$ cat src/rtl/uart_tx_queue.sv
// uart_tx_queue: circular byte queue feeding a UART transmitter.
// Words are accepted from the host with a valid/ready handshake.
// Each word is launched with a single-cycle tx_start pulse.
// The next word is launched only after the transmitter's tx_done pulse.
module uart_tx_queue #(
    parameter int DATA_WIDTH = 8,
    parameter int DEPTH      = 16
) (
    input  logic                       clk,
    input  logic                       rst,
    input  logic                       wr_valid,
    input  logic [DATA_WIDTH-1:0]      wr_data,
    output logic                       wr_ready,
    input  logic                       flush,
    output logic                       tx_start,
    output logic [DATA_WIDTH-1:0]      tx_data,
    input  logic                       tx_done,
    output logic [$clog2(DEPTH):0]     count,
    output logic                       overflow,
    output logic                       busy
);

    localparam int AW = $clog2(DEPTH);
    localparam int CW = AW + 1;

    typedef enum logic [1:0] {
        IDLE = 2'd0,
        LOAD = 2'd1,
        WAIT = 2'd2
    } state_t;

    state_t                  state;
    state_t                  state_nxt;
    logic [DATA_WIDTH-1:0]   mem [DEPTH];
    logic [AW-1:0]           rd_ptr;
    logic [AW-1:0]           wr_ptr;
    logic [CW-1:0]           cnt;
    logic                    full;
    logic                    empty;
    logic                    wr_en;
    logic                    pop;

    assign full  = (cnt == CW'(DEPTH));
    assign empty = (cnt == '0);

    // wr_ready depends only on the registered count, never on the pop path.
    assign wr_ready = !full;
    assign count    = cnt;

    // A coincident flush swallows the write without flagging overflow.
    assign wr_en = wr_valid && !full && !flush;

    // State register.
    always_ff @(posedge clk or posedge rst) begin
        if (rst) begin
            state <= IDLE;
        end else begin
            state <= state_nxt;
        end
    end

    // Next-state logic; a pop happens exactly when a new frame is loaded.
    always_comb begin
        state_nxt = state;
        pop       = 1'b0;
        case (state)
            IDLE: begin
                if (!empty && !flush) begin
                    pop       = 1'b1;
                    state_nxt = LOAD;
                end
            end
            LOAD: begin
                state_nxt = WAIT;
            end
            WAIT: begin
                if (tx_done) begin
                    if (!empty && !flush) begin
                        pop       = 1'b1;
                        state_nxt = LOAD;
                    end else begin
                        state_nxt = IDLE;
                    end
                end
            end
            default: begin
                state_nxt = IDLE;
            end
        endcase
    end

    // Moore outputs.
    always_comb begin
        tx_start = 1'b0;
        busy     = 1'b0;
        if (state == LOAD) begin
            tx_start = 1'b1;
        end
        if ((state != IDLE) || !empty) begin
            busy = 1'b1;
        end
    end

    // Pointers and occupancy; flush empties the queue but leaves the frame in flight.
    always_ff @(posedge clk or posedge rst) begin
        if (rst) begin
            wr_ptr <= '0;
            rd_ptr <= '0;
            cnt    <= '0;
        end else if (flush) begin
            wr_ptr <= '0;
            rd_ptr <= '0;
            cnt    <= '0;
        end else begin
            if (wr_en) begin
                wr_ptr <= wr_ptr + AW'(1);
            end
            if (pop) begin
                rd_ptr <= rd_ptr + AW'(1);
            end
            case ({wr_en, pop})
                2'b10:   cnt <= cnt + CW'(1);
                2'b01:   cnt <= cnt - CW'(1);
                default: cnt <= cnt;
            endcase
        end
    end

    // Storage array; contents need no reset since count gates every read.
    always_ff @(posedge clk) begin
        if (wr_en) begin
            mem[wr_ptr] <= wr_data;
        end
    end

    // Frame data register: changes only on a pop and holds across IDLE.
    always_ff @(posedge clk or posedge rst) begin
        if (rst) begin
            tx_data <= '0;
        end else if (pop) begin
            tx_data <= mem[rd_ptr];
        end
    end

    // Sticky overflow flag: a write attempt while full, unless flushed.
    always_ff @(posedge clk or posedge rst) begin
        if (rst) begin
            overflow <= 1'b0;
        end else if (wr_valid && full && !flush) begin
            overflow <= 1'b1;
        end
    end

endmodule

$ cat config.mk
export PLATFORM = sky130hd
export DESIGN_NAME = uart_tx_queue
export DESIGN_NICKNAME = d
export VERILOG_FILES = /design/src/rtl/uart_tx_queue.sv
export SDC_FILE = /design/constraint.sdc
export NUM_CORES = 1
export LEC_CHECK = 0
export ABC_CLOCK_PERIOD_IN_PS = 2900
export BUFFER_PORTS_ARGS = -buffer_cell sky130_fd_sc_hd__buf_2
export CAP_MARGIN = 20
export CORE_MARGIN = 1
export CORE_UTILIZATION = 55
export CTS_BUF_LIST = sky130_fd_sc_hd__clkbuf_8 sky130_fd_sc_hd__clkbuf_16
export CTS_CLUSTER_DIAMETER = 30
export CTS_CLUSTER_SIZE = 8
export DETAILED_ROUTE_END_ITERATION = 16
export PLACE_DENSITY = 0.75
export SLEW_MARGIN = 20
export SYNTH_ARGS = -nofsm -noshare
export SYNTH_HDL_FRONTEND = slang
export SYNTH_SLANG_ARGS = --single-unit
$ cat constraint.sdc
create_clock -name clk -period 2.9 [get_ports clk]
set_input_delay 0.58 -clock clk [delete_from_list [all_inputs] [get_ports clk]]
set_output_delay 0.58 -clock clk [all_outputs]
set_load 0.1 [all_outputs]
== Yosys cells after proc, flatten, opt, wreduce, memory -nomap -nowiden ==
Memories as Yosys holds them, arrays and structs flattened. A register that Yosys moved wholly into a read port is not among the register bits.
Index checks and enable logic that the tools add are counted.

* Bits in registers: 16
* RAM bits: 128
* Input port bits: 13
* Output and inout port bits: 17
* Word-level logic and storage cells: 50
* Memories kept: 1

* Add/subtract/negate cells: 4
* Eq/ne operators: 7
* Mux-type cells: 17
* Reductions and logical operators: 16

{| class="wikitable"
|+ Memories
! memory !! words !! bits a word !! rd ports !! clocked after memory_dff !! wr ports !! line !! source
|-
| mem || 16 || 8 || 1 || 1 || 1 || 34 || <nowiki>logic [DATA_WIDTH-1:0] mem [DEPTH];</nowiki>
|}

{| class="wikitable"
|+ Operators with widths
! operator !! number
|-
| $mux 4 || 4
|-
| $pmux 5 s2 || 1
|-
| $add 4x1->4 const B || 2
|-
| $mux 1 || 7
|-
| $pmux 2 s3 || 1
|-
| $reduce_bool 2->1 || 3
|-
| $add 5x1->5 const B || 1
|-
| $eq 5x5->1 const B || 1
|-
| $logic_and 1x1->1 || 5
|-
| $logic_not 5->1 || 1
|-
| $mux 5 || 1
|-
| $sub 5x1->5 const B || 1
|-
| $eq 2x1->1 const B || 2
|-
| $eq 2x2->1 const B || 2
|-
| $mux 2 || 2
|-
| $ne 2x2->1 const B || 2
|-
| $logic_not 1->1 || 3
|-
| $reduce_bool 3->1 || 1
|-
| $logic_not 2->1 || 1
|-
| $pmux 1 s2 || 1
|-
| $reduce_and 2->1 || 1
|-
| $logic_or 1x1->1 || 1
|}

== Depth between registers and ports, before layout ==
Gate-level depths: netlist of run 1.

* Depth after elaboration: 9
* Depth in mapped cells: 12
* Mapped depth without buffers: 11

== Worst setup path before layout of run 1 ==
Ideal clock, no wire load.

* Path type: reg-to-reg
* From: reg cnt[1], in the netlist count[1]
* To: reg cnt[4], in the netlist count[4]
* Library setup time: 121 ps
* Arrival time: 3126 ps
* Required time: 2779 ps
* Slack: -347 ps
* Stages on the path, launching flop included: 13
* Path buffers: 1
* Period minus slack after synthesis: 3247 ps
* Path through: dfrtp_1 > buf_6 > or4_4 > o2111ai_4 > inv_1 > nor2_1 > a21oi_1 > ha_1 > or3_2 > a21oi_1 > mux2i_1 > mux2i_1 > a22o_1

* Cells in the longest elaborated chain, start to end: 9
* Elaborated cells on any way between the ends: 17
* Those cells by class: add/sub: 2; eq/ne: 3; mux: 5; reduce/logical: 7

{| class="wikitable"
|+ Ends and longest elaborated chain
! item !! line !! source
|-
| from (decl) || 37 || <nowiki>logic [CW-1:0] cnt;</nowiki>
|-
| from (signal assigned) || 122 || <nowiki>2'b10: cnt <= cnt + CW'(1);</nowiki>
|-
| from (signal assigned) || 123 || <nowiki>2'b01: cnt <= cnt - CW'(1);</nowiki>
|-
| from (signal assigned) || 124 || <nowiki>default: cnt <= cnt;</nowiki>
|-
| $logic_not 5->1 || 44 || <nowiki>assign empty = (cnt == '0);</nowiki>
|-
| $logic_not 1->1 || 68, 78 ||
|-
| $logic_and 1x1->1 || 68, 78 ||
|-
| $mux 1 || 68, 78 ||
|-
| $mux 1 || 77 || <nowiki>if (tx_done) begin</nowiki>
|-
| $pmux 1 s2 || 66 || <nowiki>case (state)</nowiki>
|-
| $eq 2x1->1 or $eq 2x2->1 (tied branches) || 121 || <nowiki>case ({wr_en, pop})</nowiki>
|-
| $pmux 5 s2 || 121 ||
|-
| $mux 5 || 110 || <nowiki>end else if (flush) begin</nowiki>
|}

Several ways; a longest one is shown, not always the timed one.
A chain may end at the register's enable or synchronous reset.

== Final worst setup path of run 1 ==
* From: reg cnt[0], in the netlist count[0]
* To: out busy

* Cells in the longest elaborated chain, start to end: 4

{| class="wikitable"
|+ Ends and longest elaborated chain
! item !! line !! source
|-
| $logic_not 5->1 || 44 ||
|-
| $logic_not 1->1 || 99 || <nowiki>if ((state != IDLE) || !empty) begin</nowiki>
|-
| $logic_or 1x1->1 || 99 ||
|-
| $mux 1 || 99 ||
|-
| to (decl) || 20 || <nowiki>output logic busy</nowiki>
|}

No other way between the ends.

==> reports/results.tsv, run 1 <==
metric	value	unit
run_status	finished, final reports clean	
arrival	2250	ps
p_leak	2.47	nW
critPathCaptureType	output port	
antenna_cells	0	
critical_path_buf_inv_count	1	
core	10900	um2
synth-edff-count	128	
antenna_found_initial	0	
ys_seq_elements	152	
cts_made_buffers	17	
setup_viol	0	
crit_fanout	4	
grt_usage	22.5	%
num_rows	38	
cpMaxStageDelayCell	or4_4	
cpPeakStageDelay	580	ps
fin_area	7160	um2
grt_pass1_wl	18.4	mm
ys_types	48	
hpwl	7.64	mm
drv_cap	0	
syn_to_final_growth	14.9	%
synth_flop_cell	edfxtp_1	
wl	11.7	mm
fin_ws	65.6	ps
yosys_warnings	0	
tns	0	ps
hold_viol	0	
dpl-instance-area	6580	um2
fin_nets	410	
fin_cells	543	
worst_slew_pin_slew	950	ps
critPathLaunchType	flip-flop	
cp_data_required_time	2320	ps
initialDrtViolationCount	267	
hp-class	input pin to async pin	
ys_async_sr_fraction	15.8	%
r2r_cells	11	
die-area	11800	um2
die-width	108	um
synth_nets	365	
wl_per_cell	21.6	um
drtPass1Iterations	4	
grt_max_degree	35	
pin_count	30	
clkTransAtPathRegs	60	ps
netlist_area	6230	um2
finalCritPeriodShare	97.7	%
power.density	959	nW/um2
vias	3233	
drive_gt1_share	30.0	%
ir_drop	0.000987	V
finalMaxSlewViolations	0	
clock_path_buffers	2	
clk_latency	420	ps
rsz0062_at_grt	false	
route.detailed.drc	0	
cts_tree	done	
cts.sinks	152	
multi_input_area	1670	um2
syn_avg_cell_area	18.1	um2
initial_core_util	57.0	%
cp_top_family	simple AND/OR/NAND/NOR gates	
dpl.cell_count	510	
routabilityCongestion	0.849	
seq_area	4460	um2
holdWs	361	ps
ff2ff_setup_slack	130	ps
cp_num_cells	3	
grt_pass1_vias	3300	
r2r-start	count[0]$_DFFE_PP0P_	
worstReg2RegEnd	count[4]$_DFFE_PP0P_	
fin_skew	10.5	ps
relSlewSlack	36.6	%
ant_nets	0	
crit_chain	or4_4 -> or4_2 -> buf_6	
synth_cells	345	
vias_per_cell	5.95	
n_fill_cell	732	
period_needed	2830	ps
post-place-ws	87.9	ps
h-tree-depth	4	
io_buffers	29	
worst-setup-path-type	flip-flop to output port	
cts_hold_buf	0	
max_freq	353	MHz
gr-total-overflow	0	
yosysSeqAreaShare	71.3	%
die_h	108	um
root_buffer	clkbuf_16	
worst register-to-register path: cells and delay by family, from the launching register on:
family,cells,cell delay [ps]
AO/OA/AOI/OAI,4,600
adder cells (fa/ha/maj),1,210
buffers and inverters,1,80
flip-flops,1,470
multiplexers,2,230
AND/OR/NAND/NOR,3,1070
worst max path at each step:
stage / start / end
2_1_floorplan: count[1]$_DFFE_PP0P_ / count[4]$_DFFE_PP0P_
3_3_place_gp: count[0]$_DFFE_PP0P_ / count[4]$_DFFE_PP0P_
3_5_place_dp: count[0]$_DFFE_PP0P_ / count[4]$_DFFE_PP0P_
4_1_cts: count[0]$_DFFE_PP0P_ / busy
5_1_grt: count[0]$_DFFE_PP0P_ / count[4]$_DFFE_PP0P_
6_report: count[0]$_DFFE_PP0P_ / busy
metal layers:
layer	up-vias	global-route usage [%]	share of wire [%]
met5	-	0	0
met4	0	8.40	1.5
met3	15	6.39	5.3
met2	99	35.4	50
met1	1657	30.0	43
li1	1462	-	-
through the flow:
stage	util [%]	total power, mW
after floorplan	-	4.41
final	65.5	6.87
after global placement	60.2	4.78
after global routing	65.5	7.14
after CTS	65.4	6.89
after detailed placement	60.2	4.83
report_power, final:
| part | internal (mW) | leakage [nW] | switching (mW) | total, mW |
|---|---|---|---|---|
| Combinational | 0.657 | 0.724 | 1.46 | 2.11 |
| Sequential | 2.54 | 1.46 | 0.176 | 2.71 |
| Clock | 1.25 | 0.292 | 0.793 | 2.04 |
flip-flops by register name, indices dropped and copies added (netlist names):
register / cells
wr_ptr: 4
overflow: 1
rd_ptr: 4
mem: 128
tx_data: 8
count: 5
state: 2
placed cells by master, fill, tap and decap left out, types with 2 or more instances in the layout:
master / Yosys / layout
a21oi_1: 5 / 5
buf_2: 5 / 28
buf_4: 1 / 13
clkbuf_16: 0 / 17
clkbuf_8: 1 / 4
clkinv_2: 0 / 5
dfrtp_1: 24 / 19
dfrtp_2: 0 / 3
dfrtp_4: 0 / 2
edfxtp_1: 128 / 128
ha_1: 7 / 6
inv_1: 6 / 9
mux2i_1: 20 / 20
mux4_2: 32 / 32
nand2_1: 24 / 24
nand2b_1: 3 / 3
nand3_1: 2 / 2
nand4_1: 2 / 2
nor2_1: 24 / 24
nor2b_1: 2 / 2
nor3_1: 5 / 5
nor4_1: 2 / 2
o2111ai_1: 2 / 2
o21ai_0: 4 / 4
o221ai_1: 8 / 8
xor2_1: 5 / 5
kinds of logic (layout without fill, tap and decap cells):
group                      Yosys count  count (layout)  share of synthesized area [%]
AOI/OAI and AO/OA                   31              31                           4.26
and+or+nand+nor                     73              73                           5.50
DFF                                152             152                           71.3
xor gates and xnor gates             6               6                          0.843
adders and majority gates            7               7                           1.41
muxes                               52              52                           14.8
buffers and inverters               24              82                           1.89
cell usage after synthesis, types with 2 or more instances:
| cell type | n | area share [%] |
|---|---|---|
| edfxtp_1 | 128 | 62 |
| mux4_2 | 32 | 12 |
| dfrtp_1 | 24 | 9.6 |
| nand2_1 | 24 | 1.4 |
| nor2_1 | 24 | 1.4 |
| mux2i_1 | 20 | 3.2 |
| o221ai_1 | 8 | 1.1 |
| clkbuf_1 | 7 | 0.42 |
| ha_1 | 7 | 1.4 |
| inv_1 | 6 | 0.36 |
| a21oi_1 | 5 | 0.40 |
| buf_2 | 5 | 0.40 |
| nor3_1 | 5 | 0.40 |
| xor2_1 | 5 | 0.70 |
| o21ai_0 | 4 | 0.32 |
| nand2b_1 | 3 | 0.30 |
| buf_1 | 2 | 0.12 |
| nand3_1 | 2 | 0.16 |
| nand4_1 | 2 | 0.20 |
| nor2b_1 | 2 | 0.20 |
| nor4_1 | 2 | 0.20 |
| o2111ai_1 | 2 | 0.28 |
layout make-up:
cell class	count	area share, %
tap	140	2.45
multi-input combinational	169	23.3
inverter	7	0.367
clock inverter	11	1.15
timing repair buffer	43	3.76
sequential	152	62.2
clock buffer	21	6.71
repair_timing:
action | in CTS | in global routing
endpoints found under the hold margin | 0 | 0
pin swaps | 0 | 1
setup endpoints to repair | 1 | 2
setup buffers | 0 | 1
gates resized for setup | 1 | 1
Power figures use the tool's default switching activity.
==> run 2, diff against run 1 <==
--- a/config.mk
+++ b/config.mk
@@ -9,11 +9,14 @@
 export BUFFER_PORTS_ARGS = -buffer_cell sky130_fd_sc_hd__buf_2
 export CAP_MARGIN = 20
+export CELL_PAD_IN_SITES_DETAIL_PLACEMENT = 2
+export CELL_PAD_IN_SITES_GLOBAL_PLACEMENT = 2
+export CORE_ASPECT_RATIO = 2
 export CORE_MARGIN = 1
-export CORE_UTILIZATION = 55
+export CORE_UTILIZATION = 42
 export CTS_BUF_LIST = sky130_fd_sc_hd__clkbuf_8 sky130_fd_sc_hd__clkbuf_16
 export CTS_CLUSTER_DIAMETER = 30
 export CTS_CLUSTER_SIZE = 8
 export DETAILED_ROUTE_END_ITERATION = 16
-export PLACE_DENSITY = 0.75
+export PLACE_DENSITY_LB_ADDON = 0.1
 export SLEW_MARGIN = 20
 export SYNTH_ARGS = -nofsm -noshare
==> constraint.sdc (replaced) <==
create_clock -name clk -period 2.9 [get_ports clk]
set_input_delay 0.145 -clock clk [delete_from_list [all_inputs] [get_ports clk]]
set_output_delay 0.145 -clock clk [all_outputs]
set_load 0.1 [all_outputs]
==> run 2 against run 1 <==
Compared with the run above: sequential power down 1%; global-route usage grew 0.25 points; critical path depth increased by 8; first-iteration DRC count is 61% lower; clock-buffer cell count down 4; clock power up 8%; routed wire length up 34%; largest cell class unchanged; clock skew up 1.3 ps; via count is 4.2% higher; core utilization fell by 14 points; non-clock buffer count rose by 17; flip-flop and latch count is the same.
==> reports/results.tsv, run 2 (synthesis gave the netlist of run 1 again) <==
metric	value	unit
run_status	finished, final reports clean	
initial_core_util	43.2	%
grt_max_degree	37	
worstReg2RegEnd	count[4]$_DFFE_PP0P_	
die_h	174	um
drtPass1Iterations	4	
die-width	88.1	um
max_freq	351	MHz
pin_count	30	
r2r_cells	11	
fin_nets	427	
clock_path_buffers	2	
crit_path_end	count[4]$_DFFE_PP0P_	
relSlewSlack	45.1	%
fin_skew	11.8	ps
finalCritPeriodShare	98.3	%
worst_slew_pin_slew	823	ps
period_needed	2850	ps
grt_pass1_wl	24.1	mm
dpl-instance-area	6750	um2
drv_cap	0	
cts.sinks	152	
ant_nets	0	
grt_usage	22.7	%
n_fill_cell	1346	
r2r-start	count[1]$_DFFE_PP0P_	
ff2ff_setup_slack	50	ps
largest_register_ffs	128	
wl	15.6	mm
worst-setup-path-type	flip-flop to flip-flop	
cp_data_required_time	3210	ps
io_buffers	29	
final_cell_mix	128 x edfxtp_1, 32 x mux4_2, 29 x buf_2, 29 x buf_4	
routabilityCongestion	0.778	
antenna_found_initial	0	
total_power	7.14	mW
h-tree-depth	4	
crit_fanout	2	
hpwl	10.8	mm
clk_latency	420	ps
use_met1	25.1	%
fin_ws	48.3	ps
syn_to_final_growth	18.7	%
hold_viol	0	
critPathLaunchType	flip-flop	
clkTransAtPathRegs	70	ps
initialDrtViolationCount	104	
ir_drop	0.000459	V
setup_viol	0	
antenna_cells	0	
drive_gt1_share	33.8	%
finalMaxSlewViolations	0	
power.density	965	nW/um2
final_common_cell	edfxtp_1	
vias	3368	
hp-class	input pin to flip-flop	
cts_made_buffers	17	
wl_per_cell	25.6	um
largest_register	mem	
vias_per_cell	5.50	
cts_tree	done	
root_buffer	clkbuf_16	
post-place-ws	4.64	ps
gr-usage-met2	42.7	%
critPathCaptureType	flip-flop	
core	14400	um2
grt_pass1_vias	3904	
num_rows	62	
grt-busiest-layer	met2	
grt_use_met3	3.13	%
die-area	15400	um2
arrival	3160	ps
fin_area	7400	um2
p_leak	2.56	nW
route.detailed.drc	0	
critPathLaunch	count[1]$_DFFE_PP0P_	
holdWs	97.7	ps
gr-total-overflow	0	
[run 2: layout make-up]
cell class                 count  area, um2  area share, %
clock buffer                  17        425           5.75
clock inverter                15        173           2.33
inverter                       7       26.3          0.355
multi-input combinational    169       1680           22.8
sequential                   152       4460           60.2
tap                          192        240           3.25
timing repair buffer          60        393           5.31
[run 2: per-layer routing]
| layer | wire length, um | vias up | part of all wire (%) |
|---|---|---|---|
| met1 | 5750 | 1791 | 37 |
| met2 | 9290 | 63 | 59 |
| met4 | 298 | 0 | 1.9 |
| met3 | 311 | 20 | 2.0 |
| li1 | - | 1494 | - |
| met5 | 0 | - | 0 |
[run 2: worst min path at each step]
stage,startpoint,to,slack [ps],cells past startpoint
floorplan,rst,count[0]$_DFFE_PP0P_,160,1
global route,flush,rd_ptr[2]$_DFFE_PP0P_,100,2
global placement,rst,rd_ptr[3]$_DFFE_PP0P_,310,2
detailed placement,rst,rd_ptr[3]$_DFFE_PP0P_,330,2
finish,flush,wr_ptr[2]$_DFFE_PP0P_,100,2
CTS,flush,wr_ptr[2]$_DFFE_PP0P_,80,2
[run 2: where the power goes]
group / internal, mW / leakage, nW / switching [mW]
clock: 1.16 / 0.290 / 1.03
combinational: 0.682 / 0.816 / 1.59
sequential: 2.53 / 1.46 / 0.139
total: 4.38 / 2.56 / 2.76
[run 2: through the flow]
| stage | TNS (ps) | instances | utilization, % |
|---|---|---|---|
| 3_3_place_gp | 0 | 576 | 46.8 |
| 2_1_floorplan | 0 | 345 | - |
| 4_1_cts | 0 | 611 | 51.1 |
| 6_report | 0 | 612 | 51.3 |
| 5_1_grt | -48.9 | 612 | 51.3 |
| 3_5_place_dp | 0 | 576 | 46.8 |
[run 2: timing repair]
item | CTS | global route
buffers inserted | 2 | 1
endpoints found under the setup margin | 1 | 1
endpoints found under the hold margin | 15 | 0
hold buffers | 1 | 0
pin swaps | 1 | 2
cloned | 0 | 0
resized for setup | 0 | 2
[run 2: critical path, stage by stage (launching register included)]
cell,delay (ps)
dfrtp_4,480
or4_4,560
o2111ai_4,210
inv_1,90
nor2_1,140
a21oi_1,70
ha_2,220
or3_2,450
a21oi_2,140
mux2i_1,100
mux2i_1,130
a22o_1,180
==> run 3, diff against run 2 <==
Settings changed: ABC_AREA from default to 1, CORE_UTILIZATION 42 to 38.
==> run 3 against run 2 <==
Compared with the run above: cell count grew 30%; register-to-register slack improved by 520 ps; routed wire length grew 22%; synthesized cell count rose by 57%; critical endpoint unchanged; largest cell class unchanged; highest routed layer unchanged.
==> reports/results.tsv, run 3 <==
metric	value	unit
run_status	finished, final reports clean	
initial_core_util	39.0	%
wl_per_cell	24.0	um
root_buffer	clkbuf_16	
fin_skew	13.6	ps
cpMaxStageDelayCell	dfrtp_1	
clock_path_buffers	2	
dpl-instance-area	6730	um2
finalMaxSlewViolations	0	
synth_top_area_share	60.3	%
die_h	185	um
hp-start	wr_valid	
post-place-ws	241	ps
netlist_area	6380	um2
ys_seq_elements	152	
tns	0	ps
min_path_cells	3	
core	16400	um2
grt_use_met3	4.39	%
synth_nets	563	
r2r_cells	14	
synth_flop_cell	edfxtp_1	
hp-class	input pin to flip-flop	
total_power	7.57	mW
antenna_cells	0	
wl	19.0	mm
drive_gt1_share	15.3	%
ys_top_cells_by_count	128 x edfxtp_1, 126 x nor2_1, 61 x o21ai_0	
hold_end	overflow$_DFFE_PP0P_	
ff2ff_setup_slack	570	ps
die-width	93.6	um
grt_pass1_vias	4947	
drv_cap	0	
hold_viol	0	
yosysTopAreaCell	edfxtp_1	
clk_latency	430	ps
ys_types	32	
crit_chain	nor2_4 -> nand2_1 -> nor2_2 -> nor2_4 -> nand3_1 -> nand2_1 -> inv_2 -> ha_1 -> inv_1 -> nand2_1 -> nand3_1 -> nand3_1 -> nand3_1 -> nand2_1	
cts_tree	done	
power.density	1020	nW/um2
ys_async_sr_fraction	15.8	%
clkTransAtPathRegs	60	ps
crit_fanout	22	
gr-usage-met2	43.8	%
grt_pass1_wl	29.2	mm
r2r-start	count[2]$_DFFE_PP0P_	
relSlewSlack	44.5	%
grt_max_degree	69	
final_cell_mix	128 x edfxtp_1, 126 x nor2_1, 61 x o21ai_0	
vias	4357	
drtPass1Iterations	4	
worst-setup-path-type	flip-flop to flip-flop	
pin_count	30	
routabilityCongestion	0.802	
num_rows	66	
antenna_found_initial	0	
arrival	2650	ps
syn_to_final_growth	16.0	%
critPathCaptureType	flip-flop	
yosys_warnings	0	
setup_viol	0	
gr-total-overflow	0	
die-area	17300	um2
route.detailed.drc	0	
syn_avg_cell_area	11.7	um2
vias_per_cell	5.49	
grt-busiest-layer	met2	
synth-edff-count	128	
h-tree-depth	4	
worst_slew_pin_slew	829	ps
cp_data_required_time	3220	ps
largest_register	mem	
cpPeakStageDelay	480	ps
final_common_cell	edfxtp_1	
worstReg2RegEnd	count[4]$_DFFE_PP0P_	
period_needed	2330	ps
finalCritPeriodShare	80.4	%
io_buffers	29	
synth_cells	543	
ant_nets	0	
p_leak	2.63	nW
synth.most_common_cell	edfxtp_1	
cts_made_buffers	17	
hpwl	12.7	mm
fin_area	7400	um2
largest_register_ffs	128	
initialDrtViolationCount	169	
grt_usage	24.1	%
n_fill_cell	1670	
max_freq	429	MHz
fin_util	45.2	%
fin_nets	596	
use_met1	24.7	%
critPathLaunchType	flip-flop	
yosysSeqAreaShare	69.7	%
cts.sinks	152	
ir_drop	0.000446	V
fin_ws	569	ps
synthTopCellsByArea	edfxtp_1 60%, dfrtp_1 9.4%, nor2_1 7.4%, o21ai_0 4.8%, o211ai_1 3.8%	
rsz0062_at_grt	false	
==> run 3: changes by cell type in the layout (fill, tap and decap cells not counted), sizes merged, moves of 21 or more <==
cell	delta
nand3	+21
o21ai	+80
o211ai	+30
nor2	+106
nand2	+21
mux4	-32
==> run 3: kinds of logic after synthesis <==
group,count (synthesis),share of synthesized area [%]
simple gates,201,13.3
flops,152,69.7
compound gates,131,11.9
buf+inv,52,3.69
fa+ha+maj,7,1.37
==> run 3: cell type report <==
type	count	area [um2]	area share (%)
flip-flops and latches	152	4450	60.1
multi-input cells	339	1700	23.0
clock buffers	19	453	6.12
well taps	204	255	3.45
repair buffers	40	243	3.28
clock inverters	13	201	2.72
inverters	26	97.6	1.32
==> run 3: worst max path at each step <==
stage	start	end	slack, ps	depth (start not counted)
after global placement	count[0]$_DFFE_PP0P_	count[4]$_DFFE_PP0P_	320	14
after floorplan	count[4]$_DFFE_PP0P_	count[4]$_DFFE_PP0P_	250	12
after detailed placement	count[0]$_DFFE_PP0P_	count[4]$_DFFE_PP0P_	240	14
after global routing	count[2]$_DFFE_PP0P_	count[4]$_DFFE_PP0P_	340	14
final	count[2]$_DFFE_PP0P_	count[4]$_DFFE_PP0P_	570	14
after CTS	count[2]$_DFFE_PP0P_	count[4]$_DFFE_PP0P_	200	14
==> run 3: power breakdown <==
part	internal, mW	switching, mW
logic	0.565	1.88
registers	2.51	0.177
clock network	1.57	0.876
total	4.64	2.93
==> run 3: timing repair <==
item | CTS | global route
resized for setup | 0 | 1
endpoints found under the setup margin | 0 | 1
hold endpoints to repair | 2 | 0
hold buffers | 1 | 0
buffers inserted | 0 | 0
==> run 3: per-stage QoR <==
stage	instances	hold slack, ps
after floorplan	543	160
after global placement	760	441
after detailed placement	760	459
after CTS	793	4.24
after global routing	793	39.4
final	793	19.1
==> run 3: worst max-delay path: cells and delay by family (launching register included) <==
kind                     cells  cell delay [ps]
AND/OR/NAND/NOR             11             1460
flip-flops                   1              480
adder cells (fa/ha/maj)      1              170
buffers and inverters        2              100
==> run 3: layer usage <==
metal,wire length (um),vias to the layer above
li1,-,1996
met1,6910,2256
met2,10600,75
met3,446,30
met4,1100,0
met5,0,-
